[src/rtl/mc_main_control_pkg.sv]
// mc_main_control_pkg: opcodes, state encodings, ALUOp and mux-select codes shared by the main control
// and the ALU function decoder, plus the bundled control-output type.
package mc_main_control_pkg;
    typedef enum logic [3:0] {
        FETCH, DECODE, MEMADR, MEMRD, MEMWB, MEMWR,
        RTYPEEX, RTYPEWB, BEQEX, ADDIEX, ADDIWB, JEX
    } state_t;
    localparam logic [5:0] OP_LW   = 6'b100011;
    localparam logic [5:0] OP_SW   = 6'b101011;
    localparam logic [5:0] OP_R    = 6'b000000;
    localparam logic [5:0] OP_BEQ  = 6'b000100;
    localparam logic [5:0] OP_ADDI = 6'b001000;
    localparam logic [5:0] OP_J    = 6'b000010;
    localparam logic [1:0] ALU_ADD   = 2'b00;
    localparam logic [1:0] ALU_SUB   = 2'b01;
    localparam logic [1:0] ALU_FUNCT = 2'b10;
    localparam logic [1:0] SRCB_B      = 2'b00;
    localparam logic [1:0] SRCB_4      = 2'b01;
    localparam logic [1:0] SRCB_IMM    = 2'b10;
    localparam logic [1:0] SRCB_IMM_SH = 2'b11;
    localparam logic [1:0] PC_ALU    = 2'b00;
    localparam logic [1:0] PC_ALUOUT = 2'b01;
    localparam logic [1:0] PC_JUMP   = 2'b10;
    typedef struct packed {
        logic       mem_req;
        logic       mem_write;
        logic       ir_write;
        logic       iord;
        logic       reg_dst;
        logic       mem_to_reg;
        logic       reg_write;
        logic       alu_src_a;
        logic [1:0] alu_src_b;
        logic [1:0] alu_op;
        logic [1:0] pc_src;
        logic       pc_en;
        logic       illegal_op;
    } ctrl_t;
    function automatic logic op_legal(input logic [5:0] op);
        return op == OP_LW || op == OP_SW || op == OP_R || op == OP_BEQ || op == OP_ADDI || op == OP_J;
    endfunction
endpackage

[src/rtl/mc_ctrl_decode.sv]
// mc_ctrl_decode: combinational map from FSM state (qualified by opcode, zero, mem_ready) to control outputs.
module mc_ctrl_decode
    import mc_main_control_pkg::*;
(
    input  state_t     state,
    input  logic [5:0] opcode,
    input  logic       zero,
    input  logic       mem_ready,
    input  logic       reset,
    output ctrl_t      ctrl
);
    always_comb begin
        ctrl = '0;
        case (state)
            FETCH: begin
                ctrl.mem_req   = 1'b1;
                ctrl.alu_src_b = SRCB_4;
                ctrl.alu_op    = ALU_ADD;
                ctrl.pc_src    = PC_ALU;
                ctrl.ir_write  = mem_ready;
                ctrl.pc_en     = mem_ready;
            end
            DECODE: begin
                ctrl.alu_src_b  = SRCB_IMM_SH;
                ctrl.illegal_op = !op_legal(opcode);
            end
            MEMADR: begin
                ctrl.alu_src_a = 1'b1;
                ctrl.alu_src_b = SRCB_IMM;
            end
            MEMRD: begin
                ctrl.mem_req = 1'b1;
                ctrl.iord    = 1'b1;
            end
            MEMWB: begin
                ctrl.mem_to_reg = 1'b1;
                ctrl.reg_write  = 1'b1;
            end
            MEMWR: begin
                ctrl.mem_req   = 1'b1;
                ctrl.mem_write = 1'b1;
                ctrl.iord      = 1'b1;
            end
            RTYPEEX: begin
                ctrl.alu_src_a = 1'b1;
                ctrl.alu_src_b = SRCB_B;
                ctrl.alu_op    = ALU_FUNCT;
            end
            RTYPEWB: begin
                ctrl.reg_dst   = 1'b1;
                ctrl.reg_write = 1'b1;
            end
            BEQEX: begin
                ctrl.alu_src_a = 1'b1;
                ctrl.alu_op    = ALU_SUB;
                ctrl.pc_src    = PC_ALUOUT;
                ctrl.pc_en     = zero;
            end
            ADDIEX: begin
                ctrl.alu_src_a = 1'b1;
                ctrl.alu_src_b = SRCB_IMM;
            end
            ADDIWB: ctrl.reg_write = 1'b1;
            JEX: begin
                ctrl.pc_src = PC_JUMP;
                ctrl.pc_en  = 1'b1;
            end
            default: ;
        endcase
        // reset must suppress strobes even though state already reads FETCH
        if (reset) begin
            ctrl.ir_write  = 1'b0;
            ctrl.pc_en     = 1'b0;
            ctrl.reg_write = 1'b0;
            ctrl.mem_write = 1'b0;
        end
    end
endmodule

[config.mk]
export PLATFORM = sky130hd
export DESIGN_NAME = mc_ctrl_decode
export DESIGN_NICKNAME = d
export VERILOG_FILES = /design/src/rtl/mc_main_control_pkg.sv /design/src/rtl/mc_ctrl_decode.sv
export SDC_FILE = /design/constraint.sdc
export NUM_CORES = 1
export LEC_CHECK = 0
export CAP_MARGIN = 20
export CORE_AREA = 10 10 47 49
export DETAILED_ROUTE_END_ITERATION = 10
export DIE_AREA = 0 0 57 59
export PLACE_DENSITY = 0.67
export SETUP_SLACK_MARGIN = 0.2
export SLEW_MARGIN = 40
export SYNTH_ARGS = -nofsm -noshare
export SYNTH_HDL_FRONTEND = slang
export SYNTH_SLANG_ARGS = --single-unit
[constraint.sdc]
create_clock -name vclk -period 1.7
set_input_delay 0.425 -clock vclk [all_inputs]
set_output_delay 0.425 -clock vclk [all_outputs]
set_load 0.01 [all_outputs]
==> results.sh, run 1 <==
export IMPL_synth_common_cells="4 x nor3_1, 3 x nand2b_1, 3 x nor2_1, 3 x nor3b_1"
export IMPL_power_leakage_nw=0.4043
export IMPL_finalHoldViolations=0
export IMPL_maxCapViolCount=0
export IMPL_syn_inst=41
export IMPL_wire_per_inst_um=14.19
export IMPL_hold_buffers=0
export IMPL_routed_via_density=4.706
export IMPL_synth_avg_cell_area_um2=6.866
export IMPL_grt_pass1_wl_um=2387
export IMPL_design_core_area_mm2=0.001401
export IMPL_crit_slowest_cell="o21a_1"
export IMPL_final_area_um2=832.0
export IMPL_overflow=0
export IMPL_hold_class="primary input to primary output"
export IMPL_vias=480
export IMPL_syn_cell_area_um2=281.5
export IMPL_wirelength_um=1447
export IMPL_yosysWarnings=0
export IMPL_violations="setup timing"
export IMPL_p_per_area_mw_per_mm2=231.1
export IMPL_end_kind="primary output"
export IMPL_finalCritPeriodShare=1.016
export IMPL_syn_nets=54
export IMPL_nets=101
export IMPL_worst_slew_pin_slew_ps=248.1
export IMPL_flops_and_latches=0
export IMPL_antenna_cells=0
export IMPL_antenna_found_initial=0
export IMPL_grt_max_degree=8
export IMPL_rsz0062_at_grt="true"
export IMPL_initialDrtViolationCount=14
export IMPL_status="complete, but fails checks"
export IMPL_fin_crit_ps=1728
export IMPL_die_area_mm2=0.003363
export IMPL_synth_top_area_frac=0.08000
export IMPL_die_h_um=59
export IMPL_synth_most_common_cell="nor3_1"
export IMPL_critPathLaunchType="primary input"
export IMPL_max_freq_mhz=578.9
export IMPL_seq_area_um2=0
export IMPL_drc=0
export IMPL_cp_cell_sequence="buf_8 > buf_6 > buf_12 > xor2_1 > o21a_1 > nor2_1 > buf_2"
export IMPL_slew_violations=0
export IMPL_worstPathArrival_ps=1300
export IMPL_area_growth_pct=195.6
export IMPL_pin_count=29
export IMPL_grt_usage=0.08114
export IMPL_fillers=140
export IMPL_antenna_left=0
export IMPL_yosysSeqAreaShare=0
export IMPL_crit_required_ps=1270
export IMPL_dpl_hpwl_um=1117
export IMPL_place_congestion=0.7592
export IMPL_path_class="primary input to primary output"
export IMPL_placed_area_um2=696.9
export IMPL_max_stage_delay_ps=160
export IMPL_layout_drive_gt1_share=0.7907
export IMPL_post_route_util=0.5938
export IMPL_n_clock_buffer=0
export IMPL_setup_viol=3
export IMPL_synth_area_leaders="nor3b_1 8.0%, nor3_1 7.1%, nor3_2 7.1%"
export IMPL_slew_headroom=0.8343
export IMPL_port_buffers=29
export IMPL_first_global_vias=483
export IMPL_start_util=0.2009
export IMPL_synth_largest_area_cell="nor3b_1"
export IMPL_die_w_um=57
export IMPL_setup_ws_ps=-27.54
export IMPL_cp_max_fo=5
export IMPL_drtPass1Iterations=4
export IMPL_rows=14
export IMPL_ir_drop_mv=0.1119
export IMPL_ys_types=27
logic make-up (layout without fill, tap and decap cells):
group,after synthesis,after routing,synth area share
and+or+nand+nor,23,23,0.5378
muxes,1,1,0.03556
AOI/OAI and AO/OA,8,8,0.2089
buffers and inverters,6,51,0.1156
adders and majority gates,1,1,0.04000
xor gates and xnor gates,2,2,0.06223
placed cells by master (no fill, tap or decap), types with 2 or more instances in the layout:
cell           instances
buf_2                 16
buf_6                 15
buf_4                  8
buf_8                  6
nor3_2                 4
dlygate4sd2_1          3
nand2b_4               2
nor2_2                 2
a21oi_2                2
nor3b_2                2
o21ai_1                2
routing by layer:
| layer | track usage | vias to the layer above | share of wire |
|---|---|---|---|
| met1 | 0.1089 | 217 | 0.47 |
| met5 | 0 | - | 0 |
| met2 | 0.1380 | 19 | 0.48 |
| met3 | 0.01073 | 2 | 0.037 |
| li1 | - | 242 | - |
| met4 | 0.006711 | 0 | 0.0069 |
worst max-delay path: cells and delay by family:
kind | cells | cell delay [ps]
compound gates | 1 | 160
xor+xnor | 1 | 150
simple gates | 1 | 80
buf+inv | 4 | 480
stage by stage:
stage | setup slack (ps) | setup TNS [ps] | total power, mW | hold slack [ps] | instances
2_1_floorplan | 140.3 | 0 | 0.05751 | 876.0 | 41
3_3_place_gp | -906.3 | -13120 | 0.1501 | 1849 | 96
3_5_place_dp | -892.3 | -13040 | 0.1521 | 1855 | 96
4_1_cts | -60.44 | -186.1 | 0.1686 | 1202 | 99
5_1_grt | -53.89 | -206.1 | 0.2052 | 1216 | 102
6_report | -27.54 | -65.96 | 0.1923 | 1201 | 102
layout make-up:
class	instances	area [um2]	area share
Multi-Input combinational cell	35	359.1	0.4316
Inverter	2	7.507	0.009023
Tap cell	16	20.02	0.02406
Timing Repair Buffer	49	445.4	0.5353
what timing repair did:
item / 4_1_cts / 5_1_grt
pin swaps: 8 / 12
hold endpoints to repair: 0 / 0
gates cloned: 1 / 0
endpoints found under the setup margin: 16 / 16
buffers inserted: 2 / 3
gates resized for setup: 146 / 14
final timing paths:
| check | to | depth (start not counted) | startpoint | slack (ps) |
|---|---|---|---|---|
| worst max-delay path | ctrl[15] | 7 | state[0] | -30 |
| worst min-delay path | ctrl[13] | 4 | state[1] | 1200 |
power by group:
part	switching (mW)	total, mW	internal [mW]
registers	0	0	0
logic	0.0780	0.192	0.114
clock network	0	0	0
Note: power is estimated with default switching activity, not from simulation.
==> run 2: changes to the inputs <==
--- a/config.mk
+++ b/config.mk
@@ -9,7 +9,7 @@
 export CORE_AREA = 10 10 47 49
 export DETAILED_ROUTE_END_ITERATION = 10
 export DIE_AREA = 0 0 57 59
-export PLACE_DENSITY = 0.67
+export PLACE_DENSITY = 0.69
 export SETUP_SLACK_MARGIN = 0.2
 export SLEW_MARGIN = 40
 export SYNTH_ARGS = -nofsm -noshare
==> run 2 against run 1 <==
  * The flow still finishes with violations (setup timing)
  * Cell count fell by 2.0%
  * Via count fell by 1.5%
  * Sequential cell count did not move
  * Non-clock buffer count fell by 2
  * Global-route usage fell by 0.72 points
  * First-iteration DRC count fell by 93%
  * Utilization fell by 0.98 points
  * Critical endpoint is now ctrl[13]
==> results.sh, run 2 (same netlist as run 1, synthesis figures left out) <==
export IMPL_antenna_left=0
export IMPL_end_kind="primary output"
export IMPL_grt_max_degree=9
export IMPL_final_common_cell="buf_2"
export IMPL_cp_cell_sequence="buf_12 > or4b_4 > nor3_2 > buf_2"
export IMPL_drtPass1Iterations=3
export IMPL_crit_buf_inv=2
export IMPL_overflow=0
export IMPL_final_area_um2=818.3
export IMPL_p_per_area_mw_per_mm2=231.9
export IMPL_fin_crit_ps=1743
export IMPL_port_buffers=29
export IMPL_grt_usage=0.07393
export IMPL_seq_area_um2=0
export IMPL_routed_via_density=4.730
export IMPL_grt_pass1_wl_um=2180
export IMPL_setup_viol=3
export IMPL_violations="setup timing"
export IMPL_slew_violations=0
export IMPL_worst_slew_pin_slew_ps=264.4
export IMPL_path_class="primary input to primary output"
export IMPL_wire_per_inst_um=15.64
export IMPL_dp_slack_ps=-883.4
export IMPL_place_congestion=0.7429
export IMPL_worstPathArrival_ps=1320
export IMPL_initialDrtViolationCount=1
export IMPL_power_leakage_nw=0.4025
export IMPL_critPathTopFamily="simple AND/OR/NAND/NOR gates"
export IMPL_maxCapViolCount=0
export IMPL_whs_ps=1192
export IMPL_flops_and_latches=0
export IMPL_placed_area_um2=669.4
export IMPL_rows=14
export IMPL_fillers=131
export IMPL_vias=473
export IMPL_layout_drive_gt1_share=0.8214
export IMPL_start_util=0.2009
export IMPL_finalCritPeriodShare=1.025
export IMPL_pin_count=29
export IMPL_cp_max_fo=8
export IMPL_die_h_um=59
export IMPL_dpl_hpwl_um=1056
export IMPL_ir_drop_mv=0.1284
export IMPL_nets=99
export IMPL_holdPathEnd="ctrl[9]"
export IMPL_hold_class="primary input to primary output"
export IMPL_design_core_area_mm2=0.001401
export IMPL_antenna_found_initial=0
export IMPL_drc=0
export IMPL_status="complete, but fails checks"
export IMPL_max_freq_mhz=573.8
export IMPL_holdPathStages=3
export IMPL_critPathLaunchType="primary input"
export IMPL_setup_ws_ps=-42.67
export IMPL_antenna_cells=0
export IMPL_crit_required_ps=1270
export IMPL_finalHoldViolations=0
export IMPL_crit_slowest_cell="or4b_4"
export IMPL_die_w_um=57
export IMPL_n_clock_buffer=0
export IMPL_slew_headroom=0.8234
export IMPL_max_stage_delay_ps=530
export IMPL_first_global_vias=416
export IMPL_die_area_mm2=0.003363
export IMPL_rsz0062_at_grt="true"
export IMPL_mostFrequentLayoutCells="16 x buf_2, 12 x buf_6, 8 x buf_4"
export IMPL_hold_start="reset"
export IMPL_wirelength_um=1564
export IMPL_area_growth_pct=190.7
-- run 2: cell types whose count changed in the layout (fill, tap and decap cells not counted), sizes merged --
cell	change
clkbuf	+2
buf	-3
dlygate4sd2	-1
-- run 2: cell type report --
class	instances	area, um2	area share
multi-input combinational	35	372.9	0.4557
inverter	2	7.507	0.009174
tap	16	20.02	0.02446
timing repair buffer	47	417.9	0.5107
-- run 2: worst max-delay path by stage --
stage	start	end	slack (ps)	cells after the start
CTS	state[3]	ctrl[1]	-90	6
global route	state[1]	ctrl[13]	-90	4
floorplan	state[1]	ctrl[13]	140	2
detailed placement	state[1]	ctrl[13]	-880	4
global placement	state[1]	ctrl[13]	-860	4
finish	state[1]	ctrl[13]	-40	4
-- run 2: power breakdown --
part | switching (mW) | internal [mW]
Sequential | 0 | 0
Combinational | 0.0798 | 0.110
Clock | 0 | 0
-- run 2: layer usage --
metal	vias to the layer above	wire length [um]	GRT usage
met1	221	647	0.09275
met4	0	0	0.01007
met3	0	44	0.006438
met5	-	0	0
li1	237	-	-
met2	15	871	0.1349
-- run 2: repair_timing --
item | 4_1_cts | 5_1_grt
hold buffers | 0 | 0
resized for setup | 145 | 20
setup buffers | 2 | 3
cloned | 1 | 0
endpoints found under the setup margin | 16 | 15
pin swaps | 11 | 10
-- run 2: metrics by stage --
step	total power [mW]	cells	util	TNS (ps)
5_1_grt	0.2028	100	0.5839	-247.0
3_5_place_dp	0.1444	94	0.4777	-12410
2_1_floorplan	0.05751	41	-	0
3_3_place_gp	0.1423	94	0.4777	-12280
4_1_cts	0.1635	97	0.5214	-224.0
6_report	0.1898	100	0.5839	-48.85
